## src/rtl/uart_rx_engine_pkg.sv

```systemverilog
// Shared definitions for the UART receive engine: FSM states, frame sizing
// and the BAUD-select to bit-time decode for a 100 MHz clock.
package uart_rx_engine_pkg;

    localparam int TIMER_W   = 19;
    localparam int IDX_W     = 4;
    localparam int FRAME_MAX = 11;

    typedef enum logic [1:0] {
        IDLE,
        START,
        DATA,
        DONE
    } rx_state_t;

    // Bit time in clocks; the unused high selects fall back to the fastest rate.
    function automatic logic [TIMER_W-1:0] baud_to_k(input logic [3:0] baud);
        case (baud)
            4'b0000: return 19'd333333;
            4'b0001: return 19'd83333;
            4'b0010: return 19'd41667;
            4'b0011: return 19'd20833;
            4'b0100: return 19'd10417;
            4'b0101: return 19'd5208;
            4'b0110: return 19'd2604;
            4'b0111: return 19'd1736;
            4'b1000: return 19'd868;
            4'b1001: return 19'd434;
            4'b1010: return 19'd217;
            default: return 19'd109;
        endcase
    endfunction

    // Position of the stop bit in the frame (start bit is index 0).
    function automatic logic [IDX_W-1:0] stop_index(input logic eight, input logic pen);
        return eight ? (pen ? 4'd10 : 4'd9) : (pen ? 4'd9 : 4'd8);
    endfunction

endpackage

```

## src/rtl/uart_rx_engine_if.sv

```systemverilog
// Serial line, frame control words and processor read port of the receive engine.
interface uart_rx_engine_if;

    logic       RX;
    logic [3:0] BAUD;
    logic       EIGHT;
    logic       PEN;
    logic       OHEL;
    logic       READ;
    logic [7:0] RX_DATA;
    logic       RXRDY;
    logic       PERR;
    logic       FERR;
    logic       OVF;

    modport master (
        output RX, BAUD, EIGHT, PEN, OHEL, READ,
        input  RX_DATA, RXRDY, PERR, FERR, OVF
    );

    modport slave (
        input  RX, BAUD, EIGHT, PEN, OHEL, READ,
        output RX_DATA, RXRDY, PERR, FERR, OVF
    );

endinterface

```

## src/rtl/uart_rx_engine_bit_timer.sv

```systemverilog
// Loadable bit-time down-counter; expire is high on every clock the count sits at zero.
module uart_rx_engine_bit_timer
    import uart_rx_engine_pkg::*;
(
    input  logic               clk,
    input  logic               rst,
    input  logic               load,
    input  logic [TIMER_W-1:0] load_val,
    output logic               expire
);

    logic [TIMER_W-1:0] count;

    always_ff @(posedge clk) begin
        if (rst) begin
            count <= '0;
        end else if (load) begin
            count <= load_val;
        end else if (count != '0) begin
            count <= count - 1'b1;
        end
    end

    assign expire = (count == '0);

endmodule

```

## src/rtl/uart_rx_engine.sv

```systemverilog
// UART receive engine: synchronises RX, samples each bit at mid-bit and
// presents the byte plus parity/framing/overflow status to the read port.
module uart_rx_engine
    import uart_rx_engine_pkg::*;
(
    input  logic             clk,
    input  logic             rst,
    uart_rx_engine_if.slave  bus
);

    logic                 rx_meta;
    logic                 rxs;
    rx_state_t            state;
    rx_state_t            state_next;
    logic                 timer_load;
    logic [TIMER_W-1:0]   timer_val;
    logic                 expire;
    logic                 sample;
    logic [TIMER_W-1:0]   k_q;
    logic                 eight_q;
    logic                 pen_q;
    logic                 ohel_q;
    logic [IDX_W-1:0]     bit_idx;
    logic [IDX_W-1:0]     stop_idx;
    logic [FRAME_MAX-1:0] frame;
    logic [7:0]           data_word;
    logic                 par_bit;
    logic                 stop_bit;
    logic [7:0]           rx_data;
    logic                 rxrdy;
    logic                 perr;
    logic                 ferr;
    logic                 ovf;

    // Two-flop synchroniser; resets to the idle-high line level.
    always_ff @(posedge clk) begin
        if (rst) begin
            rx_meta <= 1'b1;
            rxs     <= 1'b1;
        end else begin
            rx_meta <= bus.RX;
            rxs     <= rx_meta;
        end
    end

    // The first load (half bit) uses the live BAUD, since the latch happens on the same edge.
    assign timer_val = (state == IDLE) ? (baud_to_k(bus.BAUD) >> 1) : k_q;

    uart_rx_engine_bit_timer u_timer (
        .clk      (clk),
        .rst      (rst),
        .load     (timer_load),
        .load_val (timer_val),
        .expire   (expire)
    );

    always_ff @(posedge clk) begin
        if (rst) begin
            state <= IDLE;
        end else begin
            state <= state_next;
        end
    end

    always_comb begin
        state_next = state;
        timer_load = 1'b0;
        sample     = 1'b0;
        case (state)
            IDLE: begin
                if (!rxs) begin
                    timer_load = 1'b1;
                    state_next = START;
                end
            end
            START: begin
                if (expire) begin
                    if (rxs) begin
                        state_next = IDLE;
                    end else begin
                        timer_load = 1'b1;
                        state_next = DATA;
                    end
                end
            end
            DATA: begin
                if (expire) begin
                    timer_load = 1'b1;
                    sample     = 1'b1;
                    if (bit_idx == stop_idx) begin
                        state_next = DONE;
                    end
                end
            end
            default: begin
                state_next = IDLE;
            end
        endcase
    end

    // Frame configuration is frozen at the start edge so mid-frame changes wait a frame.
    always_ff @(posedge clk) begin
        if (rst) begin
            k_q     <= '0;
            eight_q <= 1'b0;
            pen_q   <= 1'b0;
            ohel_q  <= 1'b0;
            bit_idx <= '0;
            frame   <= '0;
        end else begin
            if (state == IDLE && !rxs) begin
                k_q     <= baud_to_k(bus.BAUD);
                eight_q <= bus.EIGHT;
                pen_q   <= bus.PEN;
                ohel_q  <= bus.OHEL;
            end
            if (state == START && expire && !rxs) begin
                bit_idx <= 4'd1;
            end
            if (sample) begin
                frame[bit_idx] <= rxs;
                bit_idx        <= bit_idx + 1'b1;
            end
        end
    end

    assign stop_idx  = stop_index(eight_q, pen_q);
    assign data_word = eight_q ? frame[8:1] : {1'b0, frame[7:1]};
    assign par_bit   = eight_q ? frame[9] : frame[8];
    assign stop_bit  = frame[stop_idx];

    // A completing frame takes priority over a READ arriving on the same clock.
    always_ff @(posedge clk) begin
        if (rst) begin
            rx_data <= '0;
            rxrdy   <= 1'b0;
            perr    <= 1'b0;
            ferr    <= 1'b0;
            ovf     <= 1'b0;
        end else if (state == DONE) begin
            rx_data <= data_word;
            perr    <= pen_q & ((^data_word ^ par_bit) != ohel_q);
            ferr    <= ~stop_bit;
            ovf     <= rxrdy & ~bus.READ;
            rxrdy   <= 1'b1;
        end else if (bus.READ && rxrdy) begin
            rxrdy <= 1'b0;
            perr  <= 1'b0;
            ferr  <= 1'b0;
            ovf   <= 1'b0;
        end
    end

    assign bus.RX_DATA = rx_data;
    assign bus.RXRDY   = rxrdy;
    assign bus.PERR    = perr;
    assign bus.FERR    = ferr;
    assign bus.OVF     = ovf;

endmodule
```

## src/flat_wrapper.sv

```systemverilog
// flat-port wrapper written by rule: the top's interface ports become plain ports
module uart_rx_engine_flat import uart_rx_engine_pkg::*;
  (clk, rst, bus_RX, bus_BAUD, bus_EIGHT, bus_PEN, bus_OHEL, bus_READ, bus_RX_DATA, bus_RXRDY, bus_PERR, bus_FERR, bus_OVF);
  uart_rx_engine_if bus_i ();
  input  logic clk;
  input  logic rst;
  input wire logic [$bits(bus_i.RX)-1:0] bus_RX;
  input wire logic [$bits(bus_i.BAUD)-1:0] bus_BAUD;
  input wire logic [$bits(bus_i.EIGHT)-1:0] bus_EIGHT;
  input wire logic [$bits(bus_i.PEN)-1:0] bus_PEN;
  input wire logic [$bits(bus_i.OHEL)-1:0] bus_OHEL;
  input wire logic [$bits(bus_i.READ)-1:0] bus_READ;
  output wire logic [$bits(bus_i.RX_DATA)-1:0] bus_RX_DATA;
  output wire logic [$bits(bus_i.RXRDY)-1:0] bus_RXRDY;
  output wire logic [$bits(bus_i.PERR)-1:0] bus_PERR;
  output wire logic [$bits(bus_i.FERR)-1:0] bus_FERR;
  output wire logic [$bits(bus_i.OVF)-1:0] bus_OVF;
  assign bus_i.RX = bus_RX;
  assign bus_i.BAUD = bus_BAUD;
  assign bus_i.EIGHT = bus_EIGHT;
  assign bus_i.PEN = bus_PEN;
  assign bus_i.OHEL = bus_OHEL;
  assign bus_i.READ = bus_READ;
  assign bus_RX_DATA = bus_i.RX_DATA;
  assign bus_RXRDY = bus_i.RXRDY;
  assign bus_PERR = bus_i.PERR;
  assign bus_FERR = bus_i.FERR;
  assign bus_OVF = bus_i.OVF;
  uart_rx_engine u_core (.clk(clk), .rst(rst), .bus(bus_i));
endmodule
```

## config.mk

```make
export PLATFORM = sky130hd
export DESIGN_NAME = uart_rx_engine_flat
export DESIGN_NICKNAME = d
export VERILOG_FILES = /design/src/rtl/uart_rx_engine_pkg.sv /design/src/rtl/uart_rx_engine_if.sv /design/src/rtl/uart_rx_engine_bit_timer.sv /design/src/rtl/uart_rx_engine.sv /design/src/flat_wrapper.sv
export SDC_FILE = /design/constraint.sdc
export NUM_CORES = 1
export LEC_CHECK = 0
export ABC_CLOCK_PERIOD_IN_PS = 4600
export BUFFER_PORTS_ARGS = -buffer_cell sky130_fd_sc_hd__clkbuf_2
export CORE_UTILIZATION = 35
export DETAILED_ROUTE_END_ITERATION = 8
export GPL_TIMING_DRIVEN = 0
export HOLD_SLACK_MARGIN = 0.05
export PLACE_DENSITY = 0.61
export SLEW_MARGIN = 15
export SYNTH_ARGS = -nofsm -noshare
export SYNTH_HDL_FRONTEND = slang
export SYNTH_SLANG_ARGS = --single-unit
```

## constraint.sdc

```tcl
create_clock -name clk -period 4.6 [get_ports clk]
set_clock_uncertainty 0.2 [all_clocks]
set_input_delay 1.15 -clock clk [delete_from_list [all_inputs] [get_ports clk]]
set_output_delay 1.15 -clock clk [all_outputs]
set_load 0.005 [all_outputs]
```

==> results.json <==
{
  "status": "completed",
  "die_area_mm2": 0.0112,
  "area_delta_synth_final_pct": 13.3,
  "grt_pass1_wl_um": 17000,
  "async_flop_share_pct": 0,
  "final_common_cell": "dfxtp_1",
  "critPathTopFamily": "compound AO/OA/AOI/OAI gates",
  "core_mm2": 0.0104,
  "rsz0062_at_grt": "no",
  "hold_class": "flip-flop to flip-flop",
  "clock_sinks": 70,
  "grt_max_degree": 13,
  "wirelength_um": 10400,
  "crit_buf_inv": 2,
  "ys.flop_type": "dfxtp_1",
  "arrival_ns": 2.80,
  "tightest_slew_ns": 0.756,
  "layout_common_cells": "dfxtp_1, nand2_1, a21oi_1",
  "io_buffers": 22,
  "path_clk_slew_ns": 0.08,
  "synthAdderAreaFrac_pct": 3.63,
  "drv_slew": 0,
  "dp_hpwl_um": 7530,
  "antenna_found_initial": 0,
  "cp.depth": 8,
  "synth_mux_area_share_pct": 3.77,
  "ys_types": 52,
  "cellPowerDensity_mw_per_mm2": 511,
  "die_h_um": 106,
  "pin_count": 23,
  "synthXorXnorAreaFrac_pct": 6.01,
  "synthesis.nets": 491,
  "reg2reg_depth": 7,
  "grt_overflow": 0,
  "drv_cap": 0,
  "drt_iter0_markers": 386,
  "place_area_mm2": 0.00407,
  "post_drt_via_cell_ratio": 5.45,
  "fillers": 1053,
  "cts_setup_buffers": 0,
  "finalSetupTns_ns": 0,
  "synth_edf_count": 0,
  "gp_congestion": 0.855,
  "slowest_delay_ns": 0.36,
  "syn_inst": 469,
  "cts_resized": 0,
  "hold_path_depth": 1,
  "cts_max_level": 3,
  "cts_buffer_depth": 2,
  "synth_compound_area_share_pct": 19.4,
  "fin_nets": 524,
  "cts_tree": "done",
  "hold_buffers": 0,
  "fin_crit_sh_pct": 60.4,
  "crit_chain": "clkbuf_2, inv_1, ha_1, and2_1, o31ai_1, o21ai_0, a21oi_1, a211oi_1",
  "die_w_um": 106,
  "criticalPathCategory": "input port to flip-flop",
  "grt_use_total_pct": 19.4,
  "wire_per_inst_um": 16.1,
  "hold_viol_final": 0,
  "leakagePower_uw": 0.00157,
  "cts-root-buf": "clkbuf_8",
  "crit_required_ns": 4.61,
  "num_rows": 37,
  "numCtsBuffers": 9,
  "fin_crit_ns": 2.78,
  "detail-route-antenna-nets": 0,
  "syn_avg_cell_area_um2": 8.08,
  "yosys.area_share.simple_pct": 25.3,
  "ys_seq_area_share_pct": 37.0,
  "fmax_mhz": 360,
  "drtPass1Iterations": 5,
  "setup_viol": 0,
  "antenna_cells": 0,
  "drive_gt1_share_pct": 12.2,
  "grt_pass1_vias": 3289,
  "design_area_mm2": 0.00429,
  "crit_fanout": 10,
  "ys.warnings.count": 0,
  "relSlewSlack_pct": 49.5,
  "initial_core_util_pct": 36.4,
  "synth_top_family_by_area": "simple AND/OR/NAND/NOR gates",
  "cpMaxStageDelayCell": "ha_1",
  "syn_area_mm2": 0.00379,
  "endpoint_kind": "flip-flop",
  "ys_seq_elements": 70,
  "vias": 3504,
  "vdd_drop_max_mv": 0.255,
  "drcViolationCount": 0,
  "cp-start-kind": "input port",
  "insertion_delay_ns": 0.36
}
## state kept, by name, indices dropped and copies added, names as in the netlist
name	cells
u_core.pen_q	1
u_core.rx_meta	1
u_core.bit_idx	4
u_core.eight_q	1
u_core.bus.RX_DATA	8
u_core.bus.OVF	1
u_core.frame	10
u_core.ohel_q	1
u_core.bus.RXRDY	1
u_core.bus.PERR	1
u_core.k_q	18
u_core.bus.FERR	1
u_core.state	2
u_core.rxs	1
u_core.u_timer.count	19
## stage by stage
| step | hold WS, ns | setup WS (ns) | total power [uW] | std cells | util [%] |
|---|---|---|---|---|---|
| floorplan | 0.189 | 2.07 | 1430 | 469 | - |
| global placement | 0.195 | 1.47 | 1610 | 627 | 39.1 |
| detailed placement | 0.201 | 1.48 | 1620 | 627 | 39.1 |
| CTS | 0.219 | 1.84 | 2190 | 643 | 41.2 |
| global route | 0.247 | 1.73 | 2320 | 643 | 41.2 |
| finish | 0.216 | 1.82 | 2190 | 643 | 41.2 |
## layer usage
layer	track usage, %	wire (um)
met1	27.3	5110
met2	30.1	4650
met3	3.13	429
met4	6.65	185
met5	0	0
## report_power, final
part           leakage [uW]  internal [uW]  total, uW  switching [uW]
Combinational      0.000893            355        859             504
Clock              0.000108            318        569             251
Sequential         0.000568            684        765            80.7
Total               0.00157           1360       2190             836
## layout make-up
class | count | area [um^2] | share of cell area, %
well taps | 136 | 170 | 3.97
plain buffers | 34 | 164 | 3.82
clock buffers | 10 | 138 | 3.21
inverters | 6 | 22.5 | 0.525
clock inverters | 6 | 85.1 | 1.98
repair buffers | 22 | 110 | 2.57
multi-input cells | 359 | 2200 | 51.3
flip-flops and latches | 70 | 1400 | 32.7
## cell families after synthesis
family,count (synthesis)
and+or+nand+nor,191
xor gates and xnor gates,26
DFF,70
muxes,14
adders and majority gates,11
AOI/OAI and AO/OA,117
buffers and inverters,40
## synthesized netlist by cell type, drive strengths merged, types with 12 or more instances
library cell	n	area, um^2
nor3	14	70.1
mux2i	12	120
dfxtp	70	1400
nand4	12	75.1
a21oi	59	295
clkbuf	23	86.3
xnor2	19	166
o21ai	17	85.1
nand3	13	70.1
nor2	33	124
a211oi	14	110
nand2	69	267
## final timing paths
kind                                         startpoint                      end  slack (ns)
worst max register to register  u_core.u_timer.count[0]  u_core.u_timer.count[2]        2.03
worst min register to register           u_core.rx_meta               u_core.rxs        0.22
worst min-delay path                     u_core.rx_meta               u_core.rxs        0.22
worst max-delay path                        bus_BAUD[1]  u_core.u_timer.count[3]        1.82
(Power assumes the default switching activity.)
